===== src/rtl/tcm4671_pkg.sv =====
// Shared constants and FSM state type for the TMC4671-style SPI target.
`timescale 1ns/1ps
package tcm4671_pkg;

    localparam int FRAME_BITS = 40;
    localparam int ADDR_W     = 7;
    localparam int DATA_W     = 32;
    localparam int CNT_W      = 6;

    typedef enum logic [1:0] {
        IDLE    = 2'd0,
        ADDR    = 2'd1,
        DATA    = 2'd2,
        WAIT_CS = 2'd3
    } state_e;

endpackage


===== src/rtl/tcm4671_sync.sv =====
// Two-flop synchronizer for an asynchronous level, plus single-cycle
// rise/fall pulses derived from the synchronized level.
`timescale 1ns/1ps
module tcm4671_sync #(
    parameter logic RESET_VAL = 1'b1
) (
    input  logic clk,
    input  logic reset,
    input  logic d_i,
    output logic level_o,
    output logic rise_o,
    output logic fall_o
);

    logic meta_q;
    logic sync_q;
    logic prev_q;

    // Metastability chain followed by a history flop for edge detection.
    always_ff @(posedge clk) begin
        if (reset) begin
            meta_q <= RESET_VAL;
            sync_q <= RESET_VAL;
            prev_q <= RESET_VAL;
        end else begin
            meta_q <= d_i;
            sync_q <= meta_q;
            prev_q <= sync_q;
        end
    end

    assign level_o = sync_q;
    assign rise_o  = sync_q & ~prev_q;
    assign fall_o  = ~sync_q & prev_q;

endmodule


===== src/rtl/tcm4671_spi_target.sv =====
// SPI target with a 40-bit frame (R/W bit, 7-bit address, 32-bit data)
// backed by a small register file, all logic in the clk domain.
`timescale 1ns/1ps
module tcm4671_spi_target
    import tcm4671_pkg::*;
#(
    parameter int NUM_REGS = 16
) (
    input  logic              clk,
    input  logic              reset,
    input  logic              SCK,
    input  logic              nSCS,
    input  logic              MOSI,
    output logic              MISO,
    output logic              MISO_oe,
    output logic              wr_strobe,
    output logic [ADDR_W-1:0] wr_addr,
    output logic [DATA_W-1:0] wr_data,
    output logic              rd_strobe,
    output logic [ADDR_W-1:0] rd_addr,
    output logic              frame_error,
    input  logic [ADDR_W-1:0] host_addr,
    output logic [DATA_W-1:0] host_data
);

    localparam int IDX_W = (NUM_REGS > 1) ? $clog2(NUM_REGS) : 1;
    localparam logic [ADDR_W:0] NUM_REGS_L = 8'(NUM_REGS);
    localparam logic [CNT_W-1:0] CNT_ADDR_LAST = 6'd7;
    localparam logic [CNT_W-1:0] CNT_LAST      = 6'(FRAME_BITS - 1);
    localparam logic [CNT_W-1:0] CNT_FULL      = 6'(FRAME_BITS);

    logic sck_level, sck_rise, sck_fall;
    logic nscs_level, nscs_rise, nscs_fall;
    logic mosi_meta_q, mosi_sync_q;

    tcm4671_sync #(.RESET_VAL(1'b1)) u_sync_sck (
        .clk(clk), .reset(reset), .d_i(SCK),
        .level_o(sck_level), .rise_o(sck_rise), .fall_o(sck_fall)
    );

    tcm4671_sync #(.RESET_VAL(1'b1)) u_sync_nscs (
        .clk(clk), .reset(reset), .d_i(nSCS),
        .level_o(nscs_level), .rise_o(nscs_rise), .fall_o(nscs_fall)
    );

    // MOSI shares the SCK latency so it is aligned with the detected edge.
    always_ff @(posedge clk) begin
        if (reset) begin
            mosi_meta_q <= 1'b0;
            mosi_sync_q <= 1'b0;
        end else begin
            mosi_meta_q <= MOSI;
            mosi_sync_q <= mosi_meta_q;
        end
    end

    logic [DATA_W-1:0]     regs_q [NUM_REGS];
    state_e                state_q;
    logic [CNT_W-1:0]      cnt_q;
    logic [FRAME_BITS-1:0] shift_in_q;
    logic [DATA_W-1:0]     shift_out_q;
    logic                  miso_q, over_q, armed_q;
    logic [1:0]            settle_q;
    logic                  wr_strobe_q, rd_strobe_q, frame_error_q;
    logic [ADDR_W-1:0]     wr_addr_q, rd_addr_q;
    logic [DATA_W-1:0]     wr_data_q;

    // Address being completed on the 8th rising edge and its register value.
    logic [ADDR_W-1:0] frame_addr;
    logic [DATA_W-1:0] frame_rdata;
    assign frame_addr  = {shift_in_q[5:0], mosi_sync_q};
    assign frame_rdata = ({1'b0, frame_addr} < NUM_REGS_L) ? regs_q[frame_addr[IDX_W-1:0]] : '0;
    assign host_data   = ({1'b0, host_addr} < NUM_REGS_L) ? regs_q[host_addr[IDX_W-1:0]] : '0;

    // Register file: each word is written from the committed-write strobe.
    genvar gi;
    generate
        for (gi = 0; gi < NUM_REGS; gi++) begin : g_reg
            // Per-word storage, cleared on reset.
            always_ff @(posedge clk) begin
                if (reset) begin
                    regs_q[gi] <= '0;
                end else if (wr_strobe_q && (wr_addr_q == ADDR_W'(gi))) begin
                    regs_q[gi] <= wr_data_q;
                end
            end
        end
    endgenerate

    // Frame FSM: shifting, register fetch, commit/abort and output pulses.
    always_ff @(posedge clk) begin
        if (reset) begin
            state_q       <= IDLE;
            cnt_q         <= '0;
            shift_in_q    <= '0;
            shift_out_q   <= '0;
            miso_q        <= 1'b0;
            over_q        <= 1'b0;
            armed_q       <= 1'b0;
            settle_q      <= 2'b00;
            wr_strobe_q   <= 1'b0;
            rd_strobe_q   <= 1'b0;
            frame_error_q <= 1'b0;
            wr_addr_q     <= '0;
            wr_data_q     <= '0;
            rd_addr_q     <= '0;
        end else begin
            wr_strobe_q   <= 1'b0;
            rd_strobe_q   <= 1'b0;
            frame_error_q <= 1'b0;
            // Synchronizer outputs are stale for two cycles after reset; a
            // frame may only start once an idle bus has really been seen.
            settle_q <= {settle_q[0], 1'b1};
            if (settle_q[1] && nscs_level && sck_level) begin
                armed_q <= 1'b1;
            end

            if (nscs_rise) begin
                if (state_q != IDLE) begin
                    if ((cnt_q == CNT_FULL) && !over_q) begin
                        if (shift_in_q[FRAME_BITS-1]) begin
                            wr_strobe_q <= 1'b1;
                            wr_addr_q   <= shift_in_q[FRAME_BITS-2:DATA_W];
                            wr_data_q   <= shift_in_q[DATA_W-1:0];
                        end
                    end else begin
                        frame_error_q <= 1'b1;
                    end
                end
                state_q <= IDLE;
                cnt_q   <= '0;
                over_q  <= 1'b0;
                miso_q  <= 1'b0;
            end else begin
                case (state_q)
                    IDLE: begin
                        if (nscs_fall && armed_q) begin
                            state_q    <= ADDR;
                            cnt_q      <= '0;
                            shift_in_q <= '0;
                            over_q     <= 1'b0;
                            miso_q     <= 1'b0;
                        end
                    end
                    ADDR: begin
                        if (sck_rise && !nscs_level) begin
                            shift_in_q <= {shift_in_q[FRAME_BITS-2:0], mosi_sync_q};
                            cnt_q      <= cnt_q + 6'd1;
                            if (cnt_q == CNT_ADDR_LAST) begin
                                state_q     <= DATA;
                                shift_out_q <= frame_rdata;
                                if (!shift_in_q[6]) begin
                                    rd_strobe_q <= 1'b1;
                                    rd_addr_q   <= frame_addr;
                                end
                            end
                        end
                    end
                    DATA: begin
                        if (!nscs_level) begin
                            if (sck_rise) begin
                                shift_in_q <= {shift_in_q[FRAME_BITS-2:0], mosi_sync_q};
                                cnt_q      <= cnt_q + 6'd1;
                                if (cnt_q == CNT_LAST) begin
                                    state_q <= WAIT_CS;
                                end
                            end else if (sck_fall) begin
                                miso_q      <= shift_out_q[DATA_W-1];
                                shift_out_q <= {shift_out_q[DATA_W-2:0], 1'b0};
                            end
                        end
                    end
                    WAIT_CS: begin
                        // Extra clocks are not shifted but spoil the frame.
                        if (sck_rise && !nscs_level) begin
                            over_q <= 1'b1;
                        end
                    end
                    default: state_q <= IDLE;
                endcase
            end
        end
    end

    assign MISO        = miso_q;
    assign MISO_oe     = ~nscs_level;
    assign wr_strobe   = wr_strobe_q;
    assign wr_addr     = wr_addr_q;
    assign wr_data     = wr_data_q;
    assign rd_strobe   = rd_strobe_q;
    assign rd_addr     = rd_addr_q;
    assign frame_error = frame_error_q;

endmodule


===== config.mk =====
export PLATFORM = sky130hd
export DESIGN_NAME = tcm4671_spi_target
export DESIGN_NICKNAME = d
export VERILOG_FILES = /design/src/rtl/tcm4671_pkg.sv /design/src/rtl/tcm4671_sync.sv /design/src/rtl/tcm4671_spi_target.sv
export SDC_FILE = /design/constraint.sdc
export NUM_CORES = 1
export LEC_CHECK = 0
export BUFFER_PORTS_ARGS = -buffer_cell sky130_fd_sc_hd__buf_2
export CORE_UTILIZATION = 31
export CTS_CLUSTER_DIAMETER = 120
export DETAILED_ROUTE_END_ITERATION = 8
export PLACE_DENSITY = 0.47
export SLEW_MARGIN = 0
export SYNTH_ARGS = -nofsm -noshare
export SYNTH_HDL_FRONTEND = slang
export SYNTH_SLANG_ARGS = --single-unit

===== constraint.sdc =====
create_clock -name clk -period 3.11 [get_ports clk]
set_input_delay 0.1555 -clock clk [delete_from_list [all_inputs] [get_ports clk]]
set_output_delay 0.1555 -clock clk [all_outputs]
set_load 0.02 [all_outputs]

# --- After elaboration in Yosys (flattened, before gate mapping) ---
# Memory sizes are Yosys's and may differ from the RTL's.
# Cells that the tools add are included.
totals:
  ff_bits: 142
  ramBits: 512
  inputBits: 12
  output_inout_bits: 83
  wordCells: 232
  memories: 1
mem_list:
  columns: ["name", "depth", "width", "read_ports", "rd_ports_with_merged_regs", "wr", "line_no", "source"]
  rows:
  - ["regs_q", 16, 32, 2, 0, 16, "tcm4671_spi_target.sv:57", "logic [DATA_W-1:0] regs_q [NUM_REGS];"]
classes:
  addsub: 1
  n_lt_le_gt_ge: 2
  n_eq_ne: 30
  muxes: 102
  n_bitwise: 31
  n_reduce_logical: 42
ops:
  columns: ["op", "count"]
  rows:
  - ["$mux W32", 23]
  - ["$mux W40", 4]
  - ["$pmux W40 S3", 1]
  - ["$pmux W32 S2", 1]
  - ["$mux W1", 59]
  - ["$eq A7 B4 Y1 const B", 8]
  - ["$eq A7 B3 Y1 const B", 4]
  - ["$mux W6", 4]
  - ["$logic_and A1 B1 Y1", 21]
  - ["$ne A2 B2 Y1 const B", 9]
  - ["$pmux W6 S3", 1]
  - ["$or A1 B1 Y1", 16]
  - ["$reduce_and A5 Y1", 3]
  - ["$eq A7 B2 Y1 const B", 2]
  - ["$lt A7 B5 Y1 const B", 2]
  - ["$reduce_and A7 Y1", 2]
  - ["$eq A6 B6 Y1 const B", 2]
  - ["$mux W2", 6]
  - ["$not A1 Y1", 11]
  - ["$reduce_bool A2 Y1", 4]
  - ["$eq A7 B1 Y1 const B", 1]
  - ["$logic_not A7 Y1", 1]
  - ["$add A6 B1 Y6 const B", 1]
  - ["$eq A6 B3 Y1 const B", 1]
  - ["other kinds (15)", 21]

# --- Logic depth before layout (Yosys ltp) ---
# Gate-level depths: netlist of the first run.
depth:
  word_depth: 6
  mapped_depth: 10
  mapped_depth_nobuf: 7

# --- Hierarchy ---
# From an unflattened synthesis of the first run, not the netlist that was laid out.
unflattened:
  cells_unflattened: 2332
  hier_area_um2: 31144.9
modules_own_cells:
  columns: ["module", "n_inst", "cells_per_inst", "area_each_um2", "seq_area_each_um2"]
  rows:
  - ["tcm4671_spi_target", 1, 2316, 30959.7, 18097.4]
  - ["tcm4671_sync", 2, 8, 92.6, 60.1]

# --- Worst setup path after synthesis of the first run ---
# Ideal clock, no wire load.
synth_path:
  path_kind: "reg-to-reg"
  from: "reg wr_addr_q[4] (netlist: wr_addr[4])"
  to: "mem regs_q[1][0] (enable)"
  setup_time_ps: 389
  arrival_time_ps: 2322
  t_required_ps: 2721
  path_slack_ps: 399
  stages_incl_launch_ff: 6
  n_path_buf: 1
  period_less_slack_ps: 2711
  cell_sequence: "dfxtp_1 > nor4b_1 > nor3b_1 > nand2_1 > clkbuf_1 > nand2_1"
synth_rtl:
  columns: ["item", "line_no", "source"]
  rows:
  - ["start, declared", "tcm4671_spi_target.sv:65", "logic [ADDR_W-1:0] wr_addr_q, rd_addr_q;"]
  - ["start signal, assigned", "tcm4671_spi_target.sv:123", "wr_addr_q <= shift_in_q[FRAME_BITS-2:DATA_W];"]
  - ["end, declared", "tcm4671_spi_target.sv:57", null]

==> results summary, run 1 <==
The flow ran to the end, and the final reports show no timing, DRC or antenna violations. The count of cells in the finished layout, fillers not included, comes to around 3,800. The worst slew margin relative to its limit came out at 36.64%. The synthesized area divided by synthesized cell count came out at 13.48 sq um.

The worst slack on hold paths is roughly 170 ps. The highest cell delay on the worst timing path came out at about 570 ps. STA classifies the critical path startpoint as a flop. The number of vias per cell after detailed routing came out at 5.524. The switching part of the total came out at a little under a quarter. The die footprint is 101,900 sq um. The initial detailed-routing violation count is ~2,200.

The clock drives 654 sinks. The number of global-route vias before repair was 21,350. The number of slew-limit violations in the final report came out at 0. The clock power share came out at 44.3%. Registers are responsible for 48.5% of the overall power. After layout, the worst path uses between 80% and 90% of the clock period. The residual antenna-violating net count after detailed routing came out at 0. The setup check on the worst reg-to-reg path leaves a slack of ~640 ps.

The path with the worst hold slack has its endpoint at settle_q[0]$_DFF_P_. The cell area reported after detailed placement is 34,020 sq um. The worst hold path belongs to the class primary input to flop. The most used flip-flop cell after synthesis is edfxtp_1. The layout cell share with drive strength beyond 1 is 27.70%.

Setup repair after global routing left no endpoint under its margin. Traced cell by cell, the critical path runs through mux4_2, mux4_2, nor2b_1, buf_2. Setup violations remaining at the end of the flow were counted as 0. The sequential element share of the synthesized area came out at 58.42%. The number of distinct library cells after synthesis is 44.

The number of cells on the worst reg-to-reg path is 9. The post-layout total power is 19.93 mW. In this run the power density over the cells is 546.3 nW/um^2. The remaining routing DRC violations is 0. Together, buffers and inverters on the worst path number 1. The area added between synthesis and finish came out at 17.00%. The maximum frequency from static timing analysis came out at 382.8 MHz. The top cell type by area accounts for 49.31% of the synthesized area. The HPWL reported at the end of detailed placement is roughly 64,000 um. The maximum number of pins on one net before global-route repair came out at 71. The length of the first detailed-routing pass in iterations came out at 5. The final weighted congestion of routability-driven global placement came out at 0.8032. The cell type with the highest aggregate area in the netlist is edfxtp_1. For the pin with the worst max-slew slack, the measured transition is 950.3 ps.

The number of warnings issued by yosys is 0. The post-synthesis cell area is 31,180 sq um. The number of buffer cells added on primary ports is 94. The clock latency on the worst-skew pair is 640 ps.

The endpoint identified for the worst register-to-register timing path is shift_in_q[18]$_SDFFE_PP0P_. Of all flip-flops after synthesis, the portion carrying an async set or reset was 0%. The critical path is of the flop to primary output type. The clock tree buffer depth came out at 3. The net switching power is 4.653 mW. Subtracting the final worst setup slack from the clock period gives about 2600 ps. Max-cap violations in this run came to 0. The CTS buffer count is 76. After detailed placement, the design holds a cell count of approximately 3,600. The number of placement rows came out at 115. The combinational group share of total power is 7.2%. Clock-pin slew was measured on the worst setup and hold paths at ~60 ps. The horizontal die dimension is approximately 320 um. The internal power is ~15 mW. After routing the design area is 36,480 sq um. Counting flops and latches in the post-synthesis netlist gives 654. The starting density of the core is between 30% and 40%.

Counting every net in the synthesized netlist gives 2,333. The worst-case clock skew is 31.63 ps. The leakage power figure came out at 12.30 nW. The worst IR drop on VDD is slightly above 0.4 mV.

The worst setup path is captured at a primary output. Counting instances in the post-synthesis netlist gives the leading cell types as 570 x nor2_1, 512 x edfxtp_1, 288 x mux4_2, 185 x nand2_1, 157 x clkbuf_1. The worst hold path passes through 3 cells. Data on the critical path is required at its endpoint by 2950 ps. The routed wire length came out at between 100,000 and 150,000 um. The initial antenna violation count is 2.

Global routing finished with a remaining overflow of 0. The level count of the clock H-tree is 3. The critical-path cell with the highest stage delay is mux4_2. The reg-to-reg critical path startpoint is state_q[0]$_SDFFE_PP0P_. The total area inside the core boundary comes to 98,990 sq um. The worst hold path begins at reset.

The routed via count came out at ~21,000. The global-route wire length before repair came out at 156,900 um. The most numerous cell type found on the critical path is mux4_2. The boundary pin count is between 90 and 100. The cell sitting at the root of the clock tree is a clkbuf_16. From bottom edge to top edge, the die measures 319.2 um. The total negative setup slack came out at 0 ps. Data arrives at the worst endpoint at between 2000 and 2500 ps.

The count of endpoints failing hold in the final timing report came out at 0. The top cell family by delay on the critical path is multiplexers. Along the worst path, the maximum fanout reaches 2.

TritonCTS built the clock tree. The count of mapped cells out of synthesis is 2,313. In the post-synthesis netlist, the cell with the most instances is nor2_1. The total number of nets in the final design came out at 2,428. In this run, synthesis inferred about 500 flip-flops with an integrated enable. The per-cell routed wire length came out at 29.33 um.

Yosys attributes the largest share of cell area to edfxtp_1 49%, mux4_2 21%, dfxtp_1 9.1%. The overall global routing resource usage came out at a little over a fifth.
power by group through the flow:
stage          logic [mW]  clock network, mW  registers (mW)
4_1_cts              1.45               8.98            9.67
6_report             1.43               8.82            9.68
5_1_grt              1.51               9.29            9.69
3_3_place_gp         1.44                  0            9.84
2_1_floorplan       0.897                  0            9.83
3_5_place_dp         1.44                  0            9.86
worst max-delay path by stage:
stage	from	to	slack, ps	depth (start not counted)
finish	regs_q[15][31]$_SDFFCE_PN0P_	host_data[31]	500	4
global route	regs_q[14][0]$_SDFFCE_PN0P_	host_data[0]	450	4
CTS	regs_q[15][31]$_SDFFCE_PN0P_	host_data[31]	470	4
detailed placement	state_q[0]$_SDFFE_PP0P_	shift_in_q[18]$_SDFFE_PP0P_	620	9
global placement	host_addr[0]	host_data[3]	620	6
floorplan	wr_addr[4]$_SDFFE_PP0P_	regs_q[1][0]$_SDFFCE_PN0P_	400	5
final cells by class:
class	count	area, sq um
diodes	2	5.005
clock buffers	96	2061
clock inverters	43	364.1
fillers	9387	62510
inverters	8	30.03
multi-input cells	1434	12180
flip-flops and latches	654	18230
well taps	1287	1610
repair buffers	234	2012
worst register-to-register path, delay by kind of cell, from the launching register on:
family | cells | cell delay, ps
flip-flops | 1 | 430
buffers and inverters | 3 | 620
AND/OR/NAND/NOR | 3 | 650
adder cells (fa/ha/maj) | 1 | 280
AO/OA/AOI/OAI | 2 | 450
stage by stage:
step	util (%)	setup WS [ps]
final	36.85	497.8
after global routing	36.85	447.7
after CTS	36.85	474.0
after detailed placement	34.37	623.0
after global placement	34.37	620.5
after floorplan	-	398.9
registers in the layout (all words and copies together) (netlist names):
name	count
wr_addr	7
frame_error	1
u_sync_sck.meta_q	1
over_q	1
settle_q	2
rd_addr	7
MISO	1
u_sync_nscs.meta_q	1
shift_out_q	32
mosi_sync_q	1
u_sync_sck.level_o	1
u_sync_nscs.level_o	1
state_q	2
armed_q	1
u_sync_sck.prev_q	1
shift_in_q	40
wr_data	32
u_sync_nscs.prev_q	1
mosi_meta_q	1
wr_strobe	1
rd_strobe	1
regs_q	512
cnt_q	6
repair_timing:
item | in CTS | in global routing
resized for setup | 0 | 0
hold buffers | 3 | 0
setup buffers | 0 | 0
endpoints found under the hold margin | 3 | 0
layer usage:
metal	routed length [um]	part of all wire (%)	vias to the layer above	track usage, %
li1	-	-	8829	-
met2	54590	50	775	36.64
met1	45490	41	10990	28.65
met3	7299	6.6	165	3.099
met4	2835	2.6	2	6.581
met5	11	0.010	-	0
kinds of logic after synthesis:
family	count (synthesis)	share of synthesized area, %
compound gates	186	3.996
flops	654	58.42
simple gates	906	12.03
xor+xnor	5	0.1404
fa+ha+maj	8	0.3210
mux	329	22.12
buf+inv	225	2.977
placed cells by master, fill, tap and decap left out, types with 4 or more instances in the layout:
| cell type | n |
|---|---|
| clkinv_2 | 19 |
| a22o_1 | 64 |
| nor2_1 | 569 |
| a21oi_1 | 83 |
| or2_2 | 6 |
| mux4_2 | 288 |
| inv_1 | 7 |
| nor2b_1 | 38 |
| buf_4 | 102 |
| xor2_1 | 4 |
| nand3_1 | 41 |
| edfxtp_1 | 512 |
| dfxtp_1 | 140 |
| clkbuf_1 | 15 |
| clkbuf_16 | 79 |
| buf_12 | 37 |
| and3_1 | 4 |
| o22ai_1 | 31 |
| nand3_2 | 5 |
| and2_1 | 34 |
| mux2i_1 | 41 |
| nand2_2 | 28 |
| buf_2 | 90 |
| bufinv_16 | 5 |
| ha_1 | 8 |
| nand2_1 | 157 |
| clkinv_1 | 12 |
(Power assumes the default switching activity.)
==> run 2, diff against run 1 <==
ABC_AREA = 1   (was default)
PLACE_DENSITY = 0.49   (was 0.47)
clock period = 2.4 ns   (was 3.11 ns; I/O delays follow)
==> run 2 against run 1 <==
Compared with the run above:
- design area up 7.9%
- die area up 9.8%
- critical endpoint is now host_data[6]
- routed wire length increased by 20%
- clock power is 30% higher
- sequential power is 35% higher
- non-clock buffer count up 18
- clock-buffer cell count up 12
- sequential share of layout area shrank 3.6 points
- via count up 45%
- combinational power rose to 3.1 times the previous value
- cell count grew 55%
==> results summary, run 2 <==
The worst-case clock skew is 25.64 ps (-5.994 ps). The initial antenna violation count is 1 (-1). The length of the first detailed-routing pass in iterations was 5 (unchanged). The vertical die dimension came to 334.4 um (+4.8%). The level count of the clock H-tree came out at 3 (unchanged).

The boundary pin count came out at 95 (unchanged). The share of synthesized flip-flops with an asynchronous set or reset came out at 0% (unchanged). The arrival time at the worst endpoint is 2270 ps (-190 ps). The most common cell in the synthesized netlist is nand2_1. The total number of nets in the final design was 4,303 (+77%). The compound-cell area share of the yosys netlist was 10.66% (+6.7 points). The number of inserted diodes is 0 (-2). The parity-gate share of the synthesized area counting xor and xnor cells came out at 0.02557% (-0.11 points). The actual transition at the worst max-transition pin is 937.3 ps (-13.02 ps). By count the netlist is led by 786 x nand2_1, 710 x nor2_1, 592 x nand3_1, 512 x edfxtp_1, 421 x inv_1. The final weighted congestion of routability-driven global placement came to 0.8497 (+5.8%).

The area added between synthesis and finish came out at 14.96%. The remaining routing DRC violations came out at 0 (unchanged). The maximum number of pins on one net before global-route repair came out at 90 (+27%). Leaving out fill and tap cells, the most frequent cell in the layout is nand2_1.

The area taken by flip-flops and latches is 18,230 sq um (about the same). The flip-flop cell with the highest count after synthesis is edfxtp_1. The total negative setup slack came out at 0 ps (unchanged).

The number of max-cap violations was 0 (unchanged). The adder-cell area share of the yosys netlist was 0.2923% (-0.029 points). By area the synthesized netlist is led by edfxtp_1 45%, nand3_1 8.7%, nand2_1 8.6%.

The worst slack on hold paths is 212.8 ps (+39.11 ps). For this run, the top clock speed supported by timing is 418.2 MHz. The number of buffer cells added on primary ports is 94 (unchanged). The run finished with clean final reports.

The multiplexer area fraction after synthesis is 0% (-22 points). The number of sinks on the clock net is 654 (unchanged). STA classifies the critical path endpoint as a primary output. The post-route cell area is 39,370 sq um (+7.9%). The number of placement rows is 121 (+5.2%). The clock latency on the worst-skew pair came out at 650 ps (about the same).

The dominant combinational cell family by area after synthesis is simple AND/OR/NAND/NOR gates. The layout cell share with drive strength beyond 1 came to 10.72% (-17 points). The final critical delay including setup and external delays is 2391 ps. The final cycle utilization of the critical path is 99.64%. The clock-pin slew of the registers on the worst-case setup and hold paths is 60 ps (about the same). The worst min-delay path class is primary input to flop.

The count of mapped cells out of synthesis came to 4,302 (+86%). The post-synthesis sequential element count came out at 654 (unchanged). The synthesized area divided by synthesized cell count is 7.961 sq um (-41%). In the layout the commonest cells are 763 x nand2_1, 710 x nor2_1, 592 x nand3_1. The overall global routing resource usage was 23.30% (+1.7 points). The residual antenna-violating net count after detailed routing came to 0 (unchanged). The routed wire length came out at 132,200 um (+20%). TritonCTS built the clock tree. The synthesized design spends more area on one cell type than any other, namely edfxtp_1. The setup slack at placement is 246.5 ps (-376.5 ps).

The horizontal die dimension is 334.4 um (+4.8%). The count of endpoints failing hold in the final timing report is 0 (unchanged). The routed via count is 30,150 (+45%).

The post-route non-filler standard cell count was 5,821 (+55%). The leakage power figure was 14.95 nW (+21%). The required time at the endpoint of the critical path came out at 2280 ps (-670 ps). The final critical-path setup slack came out at 8.699 ps (-489.1 ps). The CTS buffer count came to 77 (+1.3%).

The initial detailed-routing violation count was 2,964 (+37%). The starting density of the core came out at 31.37% (-0.12 points). The worst slew margin relative to its limit was 37.51% (+0.87 points).

The area fraction of the dominant cell type after synthesis is 44.89% (-4.4 points). The sequential element share of the synthesized area came out at 53.19% (-5.2 points). The multi-input logic area was 12,970 sq um (+6.5%). The per-cell routed wire length came out at 22.71 um (-23%). STA classifies the critical path startpoint as a flop. The flip-flop count of the largest register after layout is 512 (unchanged). The number of enable flip-flop cells after synthesis came out at 512 (unchanged).

The die footprint came to 111,800 sq um (+9.8%). The number of warnings issued by yosys came to 0 (unchanged). The worst IR drop on VDD came out at 0.4623 mV (+14%).

The highest fanout seen on the critical path is 2 (unchanged). Setup repair after global routing left no endpoint under its margin. The number of nets produced by synthesis came out at 4,322 (+85%). The global-route wire length before repair came out at 192,400 um (+23%). The count of fill cells added during filler insertion came to 11,260 (+20%). The number of vias per cell after detailed routing is 5.179 (-6.3%). The number of slew-limit violations in the final report is 0 (unchanged). The buffers inserted during post-CTS setup optimization is 0 (unchanged). The number of distinct library cells after synthesis came to 34 (-23%). The total grt overflow came out at 0 (unchanged). The HPWL reported at the end of detailed placement is 77,330 um (+21%). The clock tree buffer depth is 3 (unchanged). In the final layout, the registers with the most flip-flops are regs_q: 512 flops, shift_in_q: 40 flops. The power density over cell area is 736.6 nW/um^2 (+35%). The share of synthesized cell area in and, or, nand and nor gates was 26.70% (+15 points).

The total instance count after detailed placement came out at 5,676 (+57%). The number of global-route vias before repair came out at 28,400 (+33%). The cell area reported after detailed placement came out at 36,920 sq um (+8.5%). The area of the core region is 109,200 sq um (+10%). The critical path is of the flop to primary output type. The post-synthesis cell area was 34,250 sq um (+9.8%). The register with the most flip-flops in the final layout is regs_q. The master cell of the clock root buffer is clkbuf_16. The number of endpoints failing setup at the final stage came out at 0 (unchanged).
-- run 2: logic make-up (layout without fill, tap and decap cells) --
logic type      Yosys count  in the layout
buf+inv                 782            825
compound gates          687            687
flops                   654            654
simple gates           2170           2170
xor+xnor                  1              1
fa+ha+maj                 8              8
-- run 2: layout make-up --
class / instances / share of cell area, %
tap: 1476 / 4.691
inverter: 432 / 4.151
multi-input combinational: 2866 / 32.94
sequential: 654 / 46.31
timing repair buffer: 252 / 5.813
clock buffer: 108 / 5.530
clock inverter: 33 / 0.5752
-- run 2: final timing paths --
check,slack (ps),from,cells after the start,end
hold reg to reg,410,u_sync_sck.meta_q$_SDFF_PP1_,1,u_sync_sck.level_o$_SDFF_PP1_
hold / removal,210,nSCS,3,u_sync_nscs.meta_q$_SDFF_PP1_
setup reg to reg,210,state_q[0]$_SDFFE_PP0P_,10,shift_out_q[31]$_SDFFE_PP0P_
setup / recovery,9,regs_q[1][6]$_SDFFCE_PN0P_,7,host_data[6]
-- run 2: layer usage --
layer	wire length (um)	up-vias	global-route usage, %
li1	-	14150	-
met1	57300	14590	31.34
met2	61820	1160	38.38
met3	8650	242	3.238
met4	4393	2	7.798
met5	19	-	0
-- run 2: worst max-delay path, cell delays in order, from the launching register on --
cell and delay [ps]:
edfxtp_1 340, inv_1 60, a21oi_1 110, o21ai_0 100
nand3_1 80, nand3_1 110, a21oi_1 520, buf_2 300
-- run 2: repair_timing --
action | CTS | global route
hold endpoints to repair | 9 | 0
gates resized for setup | 0 | 1
endpoints found under the setup margin | 0 | 1
hold buffers | 4 | 0
-- run 2: power breakdown --
part           internal, mW  switching [mW]  total [mW]
logic                  1.31            3.09        4.40
clock network          6.54            4.93        11.5
registers              12.8           0.298        13.1
total                  20.7            8.31        29.0
-- run 2: stage by stage --
stage	util, %	power [mW]
finish	36.07	29.00
global route	36.07	30.14
CTS	36.06	29.16
detailed placement	33.82	17.70
global placement	33.82	17.68
floorplan	-	16.26
